==> config.mk <==
export PLATFORM = sky130hd
export DESIGN_NAME = array_22_ctrl_flat
export DESIGN_NICKNAME = d
export VERILOG_FILES = /design/src/rtl/array_22_pkg.sv /design/src/rtl/array_22_if.sv /design/src/rtl/array_22_resp_fifo.sv /design/src/rtl/array_22_ctrl.sv /design/src/flat_wrapper.sv
export SDC_FILE = /design/constraint.sdc
export NUM_CORES = 1
export LEC_CHECK = 0
export ABC_AREA = 1
export ABC_CLOCK_PERIOD_IN_PS = 5800
export CORE_AREA = 3 3 175 177
export DETAILED_ROUTE_END_ITERATION = 8
export DIE_AREA = 0 0 178 180
export PLACE_DENSITY = 0.76
export SKIP_CTS_REPAIR_TIMING = 1
export SYNTH_ARGS = -nofsm -noshare
export SYNTH_HDL_FRONTEND = slang
export SYNTH_SLANG_ARGS = --single-unit
==> constraint.sdc <==
create_clock -name clock -period 5.8 [get_ports clock]
set_clock_uncertainty 0.1 [all_clocks]
set_input_delay 1.16 -clock clock [delete_from_list [all_inputs] [get_ports clock]]
set_output_delay 1.16 -clock clock [all_outputs]
set_load 0.01 [all_outputs]
==> src/rtl/array_22_pkg.sv <==
// rtl/array_22_pkg.sv - shared constants and state type for the array_22 controller
package array_22_pkg;

  localparam int DEPTH  = 4096;
  localparam int ADDR_W = 12;
  localparam int DATA_W = 96;
  localparam int MASK_W = 16;
  localparam int GRAN_W = DATA_W / MASK_W;

  typedef enum logic {
    CLEAR = 1'b0,
    RUN   = 1'b1
  } state_t;

endpackage

==> src/rtl/array_22_if.sv <==
// rtl/array_22_if.sv - request/response handshake bundle for the array_22 controller
interface array_22_if
  import array_22_pkg::*;
#(
  parameter int ADDR_W = array_22_pkg::ADDR_W,
  parameter int DATA_W = array_22_pkg::DATA_W,
  parameter int MASK_W = array_22_pkg::MASK_W
);

  logic              req_valid;
  logic              req_ready;
  logic              req_write;
  logic [ADDR_W-1:0] req_addr;
  logic [MASK_W-1:0] req_wmask;
  logic [DATA_W-1:0] req_wdata;
  logic              resp_valid;
  logic              resp_ready;
  logic [DATA_W-1:0] resp_data;

  modport master (
    output req_valid, req_write, req_addr, req_wmask, req_wdata, resp_ready,
    input  req_ready, resp_valid, resp_data
  );

  modport slave (
    input  req_valid, req_write, req_addr, req_wmask, req_wdata, resp_ready,
    output req_ready, resp_valid, resp_data
  );

endinterface

==> src/rtl/array_22_resp_fifo.sv <==
// rtl/array_22_resp_fifo.sv - two-entry read response buffer
module array_22_resp_fifo #(
  parameter int W = 96
) (
  input  logic         clock,
  input  logic         reset,
  input  logic         push,
  input  logic [W-1:0] push_data,
  input  logic         pop,
  output logic         valid,
  output logic [W-1:0] data,
  output logic [1:0]   count
);

  logic [W-1:0] mem [2];
  logic         wr_ptr;
  logic         rd_ptr;
  logic         do_push;
  logic         do_pop;

  assign do_pop  = pop && (count != 2'd0);
  assign do_push = push && ((count != 2'd2) || do_pop);
  assign valid   = (count != 2'd0);
  assign data    = mem[rd_ptr];

  // Storage, pointers and occupancy; reset zeroes the storage so the head reads 0
  always_ff @(posedge clock) begin
    if (reset) begin
      mem[0] <= '0;
      mem[1] <= '0;
      wr_ptr <= 1'b0;
      rd_ptr <= 1'b0;
      count  <= 2'd0;
    end else begin
      if (do_push) begin
        mem[wr_ptr] <= push_data;
        wr_ptr      <= ~wr_ptr;
      end
      if (do_pop) begin
        rd_ptr <= ~rd_ptr;
      end
      case ({do_push, do_pop})
        2'b10:   count <= count + 2'd1;
        2'b01:   count <= count - 2'd1;
        default: count <= count;
      endcase
    end
  end

endmodule

==> src/rtl/array_22_ctrl.sv <==
// rtl/array_22_ctrl.sv - masked single-port array controller with zero-fill and read buffering
module array_22_ctrl
  import array_22_pkg::*;
#(
  parameter int DEPTH          = array_22_pkg::DEPTH,
  parameter int ADDR_W         = array_22_pkg::ADDR_W,
  parameter int DATA_W         = array_22_pkg::DATA_W,
  parameter int MASK_W         = array_22_pkg::MASK_W,
  parameter int CLEAR_ON_RESET = 1
) (
  input  logic              clock,
  input  logic              reset,
  array_22_if.slave         bus,
  output logic              init_done,
  output logic              sram_en,
  output logic              sram_wmode,
  output logic [ADDR_W-1:0] sram_addr,
  output logic [MASK_W-1:0] sram_wmask,
  output logic [DATA_W-1:0] sram_wdata,
  input  logic [DATA_W-1:0] sram_rdata
);

  state_t            state;
  state_t            state_nx;
  logic [ADDR_W-1:0] clr_cnt;
  logic              s1;
  logic [1:0]        fifo_count;
  logic              fifo_valid;
  logic              pop;
  logic              credit_ok;
  logic              run;
  logic              accept;

  // State register plus clear counter and the one-cycle read-in-flight flag
  always_ff @(posedge clock) begin
    if (reset) begin
      state   <= (CLEAR_ON_RESET != 0) ? CLEAR : RUN;
      clr_cnt <= '0;
      s1      <= 1'b0;
    end else begin
      state   <= state_nx;
      clr_cnt <= (state == CLEAR) ? clr_cnt + 1'b1 : '0;
      s1      <= accept && !bus.req_write;
    end
  end

  // Leave CLEAR once the last array entry has been written
  always_comb begin
    state_nx = state;
    if ((state == CLEAR) && (clr_cnt == ADDR_W'(DEPTH - 1))) begin
      state_nx = RUN;
    end
  end

  // Handshake, read credit and array port drive; reset masks every output
  always_comb begin
    pop           = bus.resp_valid && bus.resp_ready;
    // buffered + in-flight + this read, minus the one leaving, must fit in 2
    credit_ok     = ({1'b0, fifo_count} + {2'b00, s1}) <= (3'd1 + {2'b00, pop});
    run           = (state == RUN) && !reset;
    bus.req_ready = run && (bus.req_write || credit_ok);
    accept        = bus.req_valid && bus.req_ready;
    init_done     = run;
    sram_en       = 1'b0;
    sram_wmode    = 1'b0;
    sram_addr     = '0;
    sram_wmask    = '0;
    sram_wdata    = '0;
    if (!reset && (state == CLEAR)) begin
      sram_en    = 1'b1;
      sram_wmode = 1'b1;
      sram_addr  = clr_cnt;
      sram_wmask = '1;
      sram_wdata = '0;
    end else if (accept) begin
      sram_en    = 1'b1;
      sram_wmode = bus.req_write;
      sram_addr  = bus.req_addr;
      sram_wmask = bus.req_wmask;
      sram_wdata = bus.req_wdata;
    end
  end

  assign bus.resp_valid = fifo_valid && !reset;

  array_22_resp_fifo #(
    .W (DATA_W)
  ) u_resp_fifo (
    .clock     (clock),
    .reset     (reset),
    .push      (s1),
    .push_data (sram_rdata),
    .pop       (pop),
    .valid     (fifo_valid),
    .data      (bus.resp_data),
    .count     (fifo_count)
  );

endmodule

==> src/flat_wrapper.sv <==
// flat-port wrapper written by rule: the top's interface ports become plain ports
module array_22_ctrl_flat import array_22_pkg::*;
#(
  parameter int DEPTH          = array_22_pkg::DEPTH,
  parameter int ADDR_W         = array_22_pkg::ADDR_W,
  parameter int DATA_W         = array_22_pkg::DATA_W,
  parameter int MASK_W         = array_22_pkg::MASK_W,
  parameter int CLEAR_ON_RESET = 1
)
  (clock, reset, init_done, sram_en, sram_wmode, sram_addr, sram_wmask, sram_wdata, sram_rdata, bus_req_valid, bus_req_write, bus_req_addr, bus_req_wmask, bus_req_wdata, bus_resp_ready, bus_req_ready, bus_resp_valid, bus_resp_data);
  array_22_if #(.ADDR_W(ADDR_W), .DATA_W(DATA_W), .MASK_W(MASK_W)) bus_i ();
  input  logic clock;
  input  logic reset;
  output logic init_done;
  output logic sram_en;
  output logic sram_wmode;
  output logic [ADDR_W-1:0] sram_addr;
  output logic [MASK_W-1:0] sram_wmask;
  output logic [DATA_W-1:0] sram_wdata;
  input  logic [DATA_W-1:0] sram_rdata;
  input wire logic [$bits(bus_i.req_valid)-1:0] bus_req_valid;
  input wire logic [$bits(bus_i.req_write)-1:0] bus_req_write;
  input wire logic [$bits(bus_i.req_addr)-1:0] bus_req_addr;
  input wire logic [$bits(bus_i.req_wmask)-1:0] bus_req_wmask;
  input wire logic [$bits(bus_i.req_wdata)-1:0] bus_req_wdata;
  input wire logic [$bits(bus_i.resp_ready)-1:0] bus_resp_ready;
  output wire logic [$bits(bus_i.req_ready)-1:0] bus_req_ready;
  output wire logic [$bits(bus_i.resp_valid)-1:0] bus_resp_valid;
  output wire logic [$bits(bus_i.resp_data)-1:0] bus_resp_data;
  assign bus_i.req_valid = bus_req_valid;
  assign bus_i.req_write = bus_req_write;
  assign bus_i.req_addr = bus_req_addr;
  assign bus_i.req_wmask = bus_req_wmask;
  assign bus_i.req_wdata = bus_req_wdata;
  assign bus_i.resp_ready = bus_resp_ready;
  assign bus_req_ready = bus_i.req_ready;
  assign bus_resp_valid = bus_i.resp_valid;
  assign bus_resp_data = bus_i.resp_data;
  array_22_ctrl #(.DEPTH(DEPTH), .ADDR_W(ADDR_W), .DATA_W(DATA_W), .MASK_W(MASK_W), .CLEAR_ON_RESET(CLEAR_ON_RESET)) u_core (.clock(clock), .reset(reset), .bus(bus_i), .init_done(init_done), .sram_en(sram_en), .sram_wmode(sram_wmode), .sram_addr(sram_addr), .sram_wmask(sram_wmask), .sram_wdata(sram_wdata), .sram_rdata(sram_rdata));
endmodule
-- Word-level counts from Yosys, hierarchy flattened
Memories as Yosys holds them, arrays and structs flattened. A register that Yosys moved wholly into a read port is not among the register bits.
Cells that the tools add are included.
- flip-flop bits (word level): 18
- bits in latches: 0
- bits in writable memories: 192
- ROM bits: 0
- input port bits: 225
- output and inout port bits: 225
- word-level logic and storage cells: 59
- memories: 1
- memories (name ; depth ; bits a word ; rd ports ; clocked after memory_dff ; write ports ; RTL line ; source):
    u_core.u_resp_fifo.mem ; 2 ; 96 ; 1 ; 1 ; 2 ; array_22_resp_fifo.sv:15 ; logic [W-1:0] mem [2];
- add/subtract/negate cells: 5
- multiply operators: 0
- divide/modulo/power cells: 0
- order comparisons: 1
- eq/ne operators: 4
- shifts and indexed selects: 0
- muxes and demuxes: 21
- bitwise operators: 3
- reduce and logical (&&, ||, !) cells: 18
- operator list (kind ; count):
    2-to-1 mux 96 bit ; 3
    OR reduction 96 bit ; 1
    2-to-1 mux 16 bit ; 2
    2-to-1 mux 12 bit ; 2
    2-to-1 mux 1 bit ; 13
    adder 12 x 1 -> 12 bit (second input constant) ; 1
    == test 12 bit (second input constant) ; 1
    logical AND 1 bit ; 10
    one-hot mux 2 bit (2 select lines) ; 1
    nonzero test 2 bit ; 2
    adder 2 x 1 -> 3 bit ; 1
    <= comparator 3 bit ; 1
    inverter 1 bit ; 3
    adder 1 x 1 -> 2 bit (first input constant) ; 1
    adder 2 x 1 -> 2 bit (second input constant) ; 1
    == test 2 x 1 -> 1 bit (second input constant) ; 1
    == test 2 bit (second input constant) ; 1
    logical NOT 1 bit ; 2
    logical OR 1 bit ; 2
    inequality test 2 bit (second input constant) ; 1
    OR reduction 2 bit ; 1
    subtractor 2 x 1 -> 2 bit (second input constant) ; 1

-- Depth between registers and ports, before layout
- word-level depth: 11
- depth in mapped cells: 11
- depth with buffers taken out: 9

-- Cells and area by module
From an unflattened synthesis, not the netlist that was laid out.
- cells, all modules: 1034
- area, all modules: 10309.9 µm²
- by module, submodules not included (module ; instances ; cells an instance ; area each (µm²) ; sequential area each (µm²)):
    array_22_resp_fifo ; 1 ; 646 ; 8400.6 ; 5865.6
    array_22_ctrl ; 1 ; 388 ; 1909.3 ; 280.3

-- Worst setup path before layout
Ideal clock, no wire load.
- path type: input-to-reg
- start point: in reset
- end point: mem u_core.u_resp_fifo.mem[0][0], enable pin
- library setup time: 458 ps
- arrival time: 4197 ps
- required time: 5242 ps
- setup slack: 1045 ps
- stages on the path: 8
- path buffers: 3
- path through: buf_2 -> inv_2 -> nand3_4 -> nand3_2 -> nand4_4 -> buf_4 -> buf_6 -> nand2_1
- RTL lines (element ; RTL line ; source):
    start, declared ; flat_wrapper.sv:13 ; input logic reset;
    end, declared ; array_22_resp_fifo.sv:15 ;

-- Worst setup path in the final report
- start point: in bus_resp_ready
- end point: out sram_wdata[76]
- longest elaborated chain between the ends: 8
- ends and longest elaborated chain (element ; RTL line ; source):
    start, declared ; flat_wrapper.sv:26 ; input wire logic [$bits(bus_i.resp_ready)-1:0] bus_resp_ready;
    logical AND 1 bit ; array_22_ctrl.sv:57 ; pop = bus.resp_valid && bus.resp_ready;
    adder 1 x 1 -> 2 bit ; array_22_ctrl.sv:59 ; credit_ok = ({1'b0, fifo_count} + {2'b00, s1}) <= (3'd1 + {2'b00, pop});
    <= comparator 3 bit ; array_22_ctrl.sv:59 ;
    logical OR 1 bit ; array_22_ctrl.sv:61 ; bus.req_ready = run && (bus.req_write || credit_ok);
    logical AND 1 bit ; array_22_ctrl.sv:61 ;
    logical AND 1 bit ; array_22_ctrl.sv:62 ; accept = bus.req_valid && bus.req_ready;
    2-to-1 mux 96 bit ; array_22_ctrl.sv:75 ; end else if (accept) begin
    2-to-1 mux 96 bit ; array_22_ctrl.sv:69 ; if (!reset && (state == CLEAR)) begin
    end, declared ; flat_wrapper.sv:19 ; output logic [DATA_W-1:0] sram_wdata;
Every way passes these cells.

==> summary by stage <==
Layout
The area growth from synthesis to layout is 55.1%. The filler cells instantiated in the layout total ~2,600. The net count reported at finish is 1,688. The number of antenna cells inserted is 0. Summing all non-filler instances in the final layout gives an area of 15,900 µm². In the final layout, the share of cells above drive strength 1 is 0.118. The final core utilization is 0.542.

Setup path
The worst setup path category is input port to output pin. The arrival time at the worst endpoint is between 3000 and 4000 ps. The launching point of the worst reg2reg path is u_core.u_resp_fifo.count[1]. The number of cells on the worst reg-to-reg path is 7.

The end of the worst register-to-register path is u_core.u_resp_fifo.mem[0][79]. The flop-to-flop setup slack is 2780 ps. The critical path required time is 4540 ps. The slowest cell on the critical path is sky130_fd_sc_hd__fa_1.

The largest single stage delay on the critical path is a little under 600 ps. STA classifies the critical path startpoint as an input port. The category of the worst setup path capture point is an output pin. Along the worst path, the maximum fanout reaches 37. Traced cell by cell, the critical path runs through clkdlybuf4s50_1 > nand3_4 > fa_1 > nand2_1 > o21bai_1 > nand3_1 > nand3_4 > buf_4 > nor2_1 > clkdlybuf4s50_1.

CTS
CTS built an H-tree with a depth of 1. The number of CTS-inserted buffers is 23. The clock net in this run drives a total of approximately 210 sinks. The clock passes through at most 3 buffers. The root buffer cell chosen for the clock tree is sky130_fd_sc_hd__clkbuf_16. The clock tree from TritonCTS is done.

Clock-pin slew was measured on the worst setup and hold paths at 60 ps. The clock latency on the worst-skew pair is around 500 ps.

Detailed routing
The first routing iteration left roughly 600 violations. The number of iterations in the first detailed-routing pass is 5. The vias after detailed routing is approximately 8,600. The mean routed wirelength per cell is 18.3 µm. The number of remaining DRC errors is 0. The via density per instance is roughly 4.6.

The final routed wirelength across all metal layers is around 34,000 µm. The count of nets left with antenna violations after detail routing is 0.

Logic synthesis
The number of synthesis warnings is 0. The register bit count reported by yosys is around 210. The number of different library cells in the post-synthesis netlist is 29. In this run the cell area of the synthesized design comes to slightly above 10,000 µm².

Synthesis produced a netlist with a net count of 1,253. Averaged over all synthesized cells, the footprint is between 10 and 15 µm². The fraction of the yosys area taken by sequential cells is 0.599. The synthesized netlist cell count is ~1,000.

Die
During I/O placement, the number of pins put on the boundary was 450. The die boundary width is 178 µm. The number of cell rows is 63. The floorplan step defined a die boundary enclosing between 30,000 and 40,000 µm². The effective utilization at floorplan is 0.349. The region available for standard cell placement spans 29,400 µm². The vertical extent of the die is ~180 µm.

Global routing
For this run the aggregate overflow at the end of global routing stands at 0. The total track usage is 0.202. The first global-routing pass estimated 50,100 µm of wire. The initial antenna violation count is 0. The number of global-route vias before repair is between 8,000 and 9,000. Entering global routing, the biggest net connects 80 pins.

Power
The share of total power dissipated in the clock network is 0.416. Dividing total power by cell area gives a power density of about 230 nW/µm². Summed over all cells, the static leakage comes to just under 7 nW. The share of total power dissipated in sequential elements is 0.478. The analysis attributes to net switching a power of between 0.7 and 0.8 mW. The worst ir drop on vdd is 150 µV. The share of total power dissipated in combinational logic is 0.106. The switching power as a share of total power is 0.208. Cell internal power was estimated by the tool at roughly 2.8 mW.

STA
Setup repair after global routing left no endpoint under its margin. The slew at the pin with the worst max-slew slack is 1180 ps. The highest clock rate is about 190 MHz.

The count of final max-slew check failures is 0. The final hold violation count is 0. The post-layout worst setup margin is between 600 and 700 ps. Dividing the final minimum period by the clock period gives 0.895. Counting I/O delays and the setup requirement, the final critical path takes 5190 ps. The number of setup violations in the final report is 0. The worst pin sits at a relative slew slack of 0.215. The total negative slack is 0 ps.

Min path
The type of the most critical hold path is flop to flop. The path with the worst hold slack has its endpoint at u_core.clr_cnt[0]. The critical hold path startpoint is u_core.clr_cnt[0]. Along the worst hold path, the cell count comes to 1.

Placed design
After detailed placement, the total cell area comes to approximately 15,000 µm². The worst setup slack after placement is slightly above 600 ps. The HPWL after detailed placement is about 26,000 µm. Port buffering added between 400 and 500 buffers. The routability congestion estimate is ~0.96.

Outcome
The run finished with clean final reports.

Job
Across the run, the number of max-cap violations was 0.
## layout by cell type (no fill, tap or decap), types with 2 or more instances in the layout
cell type                           n
sky130_fd_sc_hd__clkdlybuf4s50_1  449
sky130_fd_sc_hd__inv_2              2
sky130_fd_sc_hd__o21bai_1           2
sky130_fd_sc_hd__clkbuf_16         25
sky130_fd_sc_hd__xor2_1             2
sky130_fd_sc_hd__o21ai_0            6
sky130_fd_sc_hd__a21oi_1            8
sky130_fd_sc_hd__nor2_2            19
sky130_fd_sc_hd__buf_4             14
sky130_fd_sc_hd__ha_1               4
sky130_fd_sc_hd__dfxtp_1           18
sky130_fd_sc_hd__clkinv_2           3
sky130_fd_sc_hd__clkinv_4           2
sky130_fd_sc_hd__nand2_1           61
sky130_fd_sc_hd__nand4_1           33
sky130_fd_sc_hd__nor2_1           289
sky130_fd_sc_hd__clkbuf_1           4
sky130_fd_sc_hd__nand3_1            9
sky130_fd_sc_hd__inv_1            214
sky130_fd_sc_hd__nand2_4            2
sky130_fd_sc_hd__bufinv_16          3
sky130_fd_sc_hd__mux2_2            96
sky130_fd_sc_hd__nand3_4            3
sky130_fd_sc_hd__edfxtp_1         192
## through the flow
stage	cells	total power, mW	hold slack [ps]
6_report	1862	3.58	375
5_1_grt	1862	3.71	395
4_1_cts	1862	3.62	374
3_5_place_dp	1823	2.13	359
3_3_place_gp	1823	2.13	345
2_1_floorplan	1023	1.86	330
## cells in the mapped netlist
cell | number | area, µm²
sky130_fd_sc_hd__nand4_1 | 33 | 206
sky130_fd_sc_hd__edfxtp_1 | 192 | 5770
sky130_fd_sc_hd__nor2_2 | 19 | 119
sky130_fd_sc_hd__buf_4 | 1 | 7.51
sky130_fd_sc_hd__inv_2 | 2 | 7.51
sky130_fd_sc_hd__nor2_1 | 289 | 1080
sky130_fd_sc_hd__nand3_1 | 10 | 50.1
sky130_fd_sc_hd__nor3_1 | 1 | 5.00
sky130_fd_sc_hd__buf_1 | 8 | 30.0
sky130_fd_sc_hd__xor2_1 | 2 | 17.5
sky130_fd_sc_hd__o21bai_1 | 2 | 15.0
sky130_fd_sc_hd__a21oi_1 | 8 | 40.0
sky130_fd_sc_hd__o21ai_0 | 6 | 30.0
sky130_fd_sc_hd__nand3_4 | 1 | 17.5
sky130_fd_sc_hd__buf_6 | 5 | 56.3
sky130_fd_sc_hd__o31ai_1 | 1 | 7.51
sky130_fd_sc_hd__buf_2 | 17 | 85.1
sky130_fd_sc_hd__xnor2_1 | 1 | 8.76
sky130_fd_sc_hd__dfxtp_1 | 19 | 380
sky130_fd_sc_hd__nand2_1 | 63 | 236
sky130_fd_sc_hd__clkbuf_1 | 23 | 86.3
sky130_fd_sc_hd__nand3b_1 | 1 | 7.51
sky130_fd_sc_hd__fa_1 | 1 | 20.0
sky130_fd_sc_hd__inv_1 | 214 | 803
sky130_fd_sc_hd__nand4_4 | 1 | 21.3
sky130_fd_sc_hd__a31oi_1 | 1 | 6.26
sky130_fd_sc_hd__mux2_2 | 96 | 1080
sky130_fd_sc_hd__ha_1 | 4 | 50.1
sky130_fd_sc_hd__nand3_2 | 2 | 20.0
## logic make-up (layout without fill, tap and decap cells)
group           count (synthesis)  count (layout)  share of synthesized area
flops                         211             211                      0.599
compound gates                 18              18                    0.00963
fa+ha+maj                       5               5                    0.00683
mux                            96              96                      0.105
simple gates                  420             420                      0.172
buf+inv                       270             719                      0.105
xor+xnor                        3               3                    0.00256
## per-layer routing
layer | global-route usage | vias to the layer above | part of all wire
met2 | 0.392 | 351 | 0.54
met4 | 0.0581 | 0 | 0.031
li1 | - | 4094 | -
met1 | 0.210 | 4122 | 0.35
met3 | 0.0490 | 68 | 0.077
met5 | 0 | - | 0
## area by class of cell
| cell class | count | area (µm²) | area share |
|---|---|---|---|
| clock buffers | 29 | 641 | 0.0402 |
| clock inverters | 10 | 135 | 0.00849 |
| inverters | 216 | 811 | 0.0509 |
| multi-input cells | 542 | 3080 | 0.193 |
| flip-flops and latches | 211 | 6150 | 0.386 |
| well taps | 390 | 488 | 0.0306 |
| repair buffers | 464 | 4620 | 0.290 |
## worst max path at each step
stage,from,endpoint,slack [ps],depth (start not counted)
final,bus_resp_ready,sram_wdata[76],610,10
after global routing,bus_resp_ready,sram_wdata[2],470,10
after CTS,bus_resp_ready,sram_en,620,10
after detailed placement,bus_resp_ready,sram_en,610,10
after global placement,bus_resp_ready,sram_wdata[61],640,9
after floorplan,reset,u_core.u_resp_fifo.mem[0][0],1050,8
## sequential cells by signal (all words and copies together), names as in the netlist, named ones only
register	flops
u_core.u_resp_fifo.mem	192
u_core.clr_cnt	12
u_core.u_resp_fifo.count	2
u_core.s1	1
u_core.state	1
u_core.u_resp_fifo.rd_ptr	1
u_core.u_resp_fifo.wr_ptr	1
## power by group through the flow
stage	combinational, mW	sequential [mW]	clock (mW)
2_1_floorplan	0.110	1.75	0
3_3_place_gp	0.382	1.74	0
3_5_place_dp	0.383	1.75	0
4_1_cts	0.385	1.72	1.52
5_1_grt	0.406	1.72	1.59
6_report	0.380	1.71	1.49
## worst max-delay path: cells and delay by family
family,cells,cell delay [ps]
buf+inv,3,1400
simple gates,5,600
fa+ha+maj,1,580
compound gates,1,170
Power figures use the tool's default switching activity.
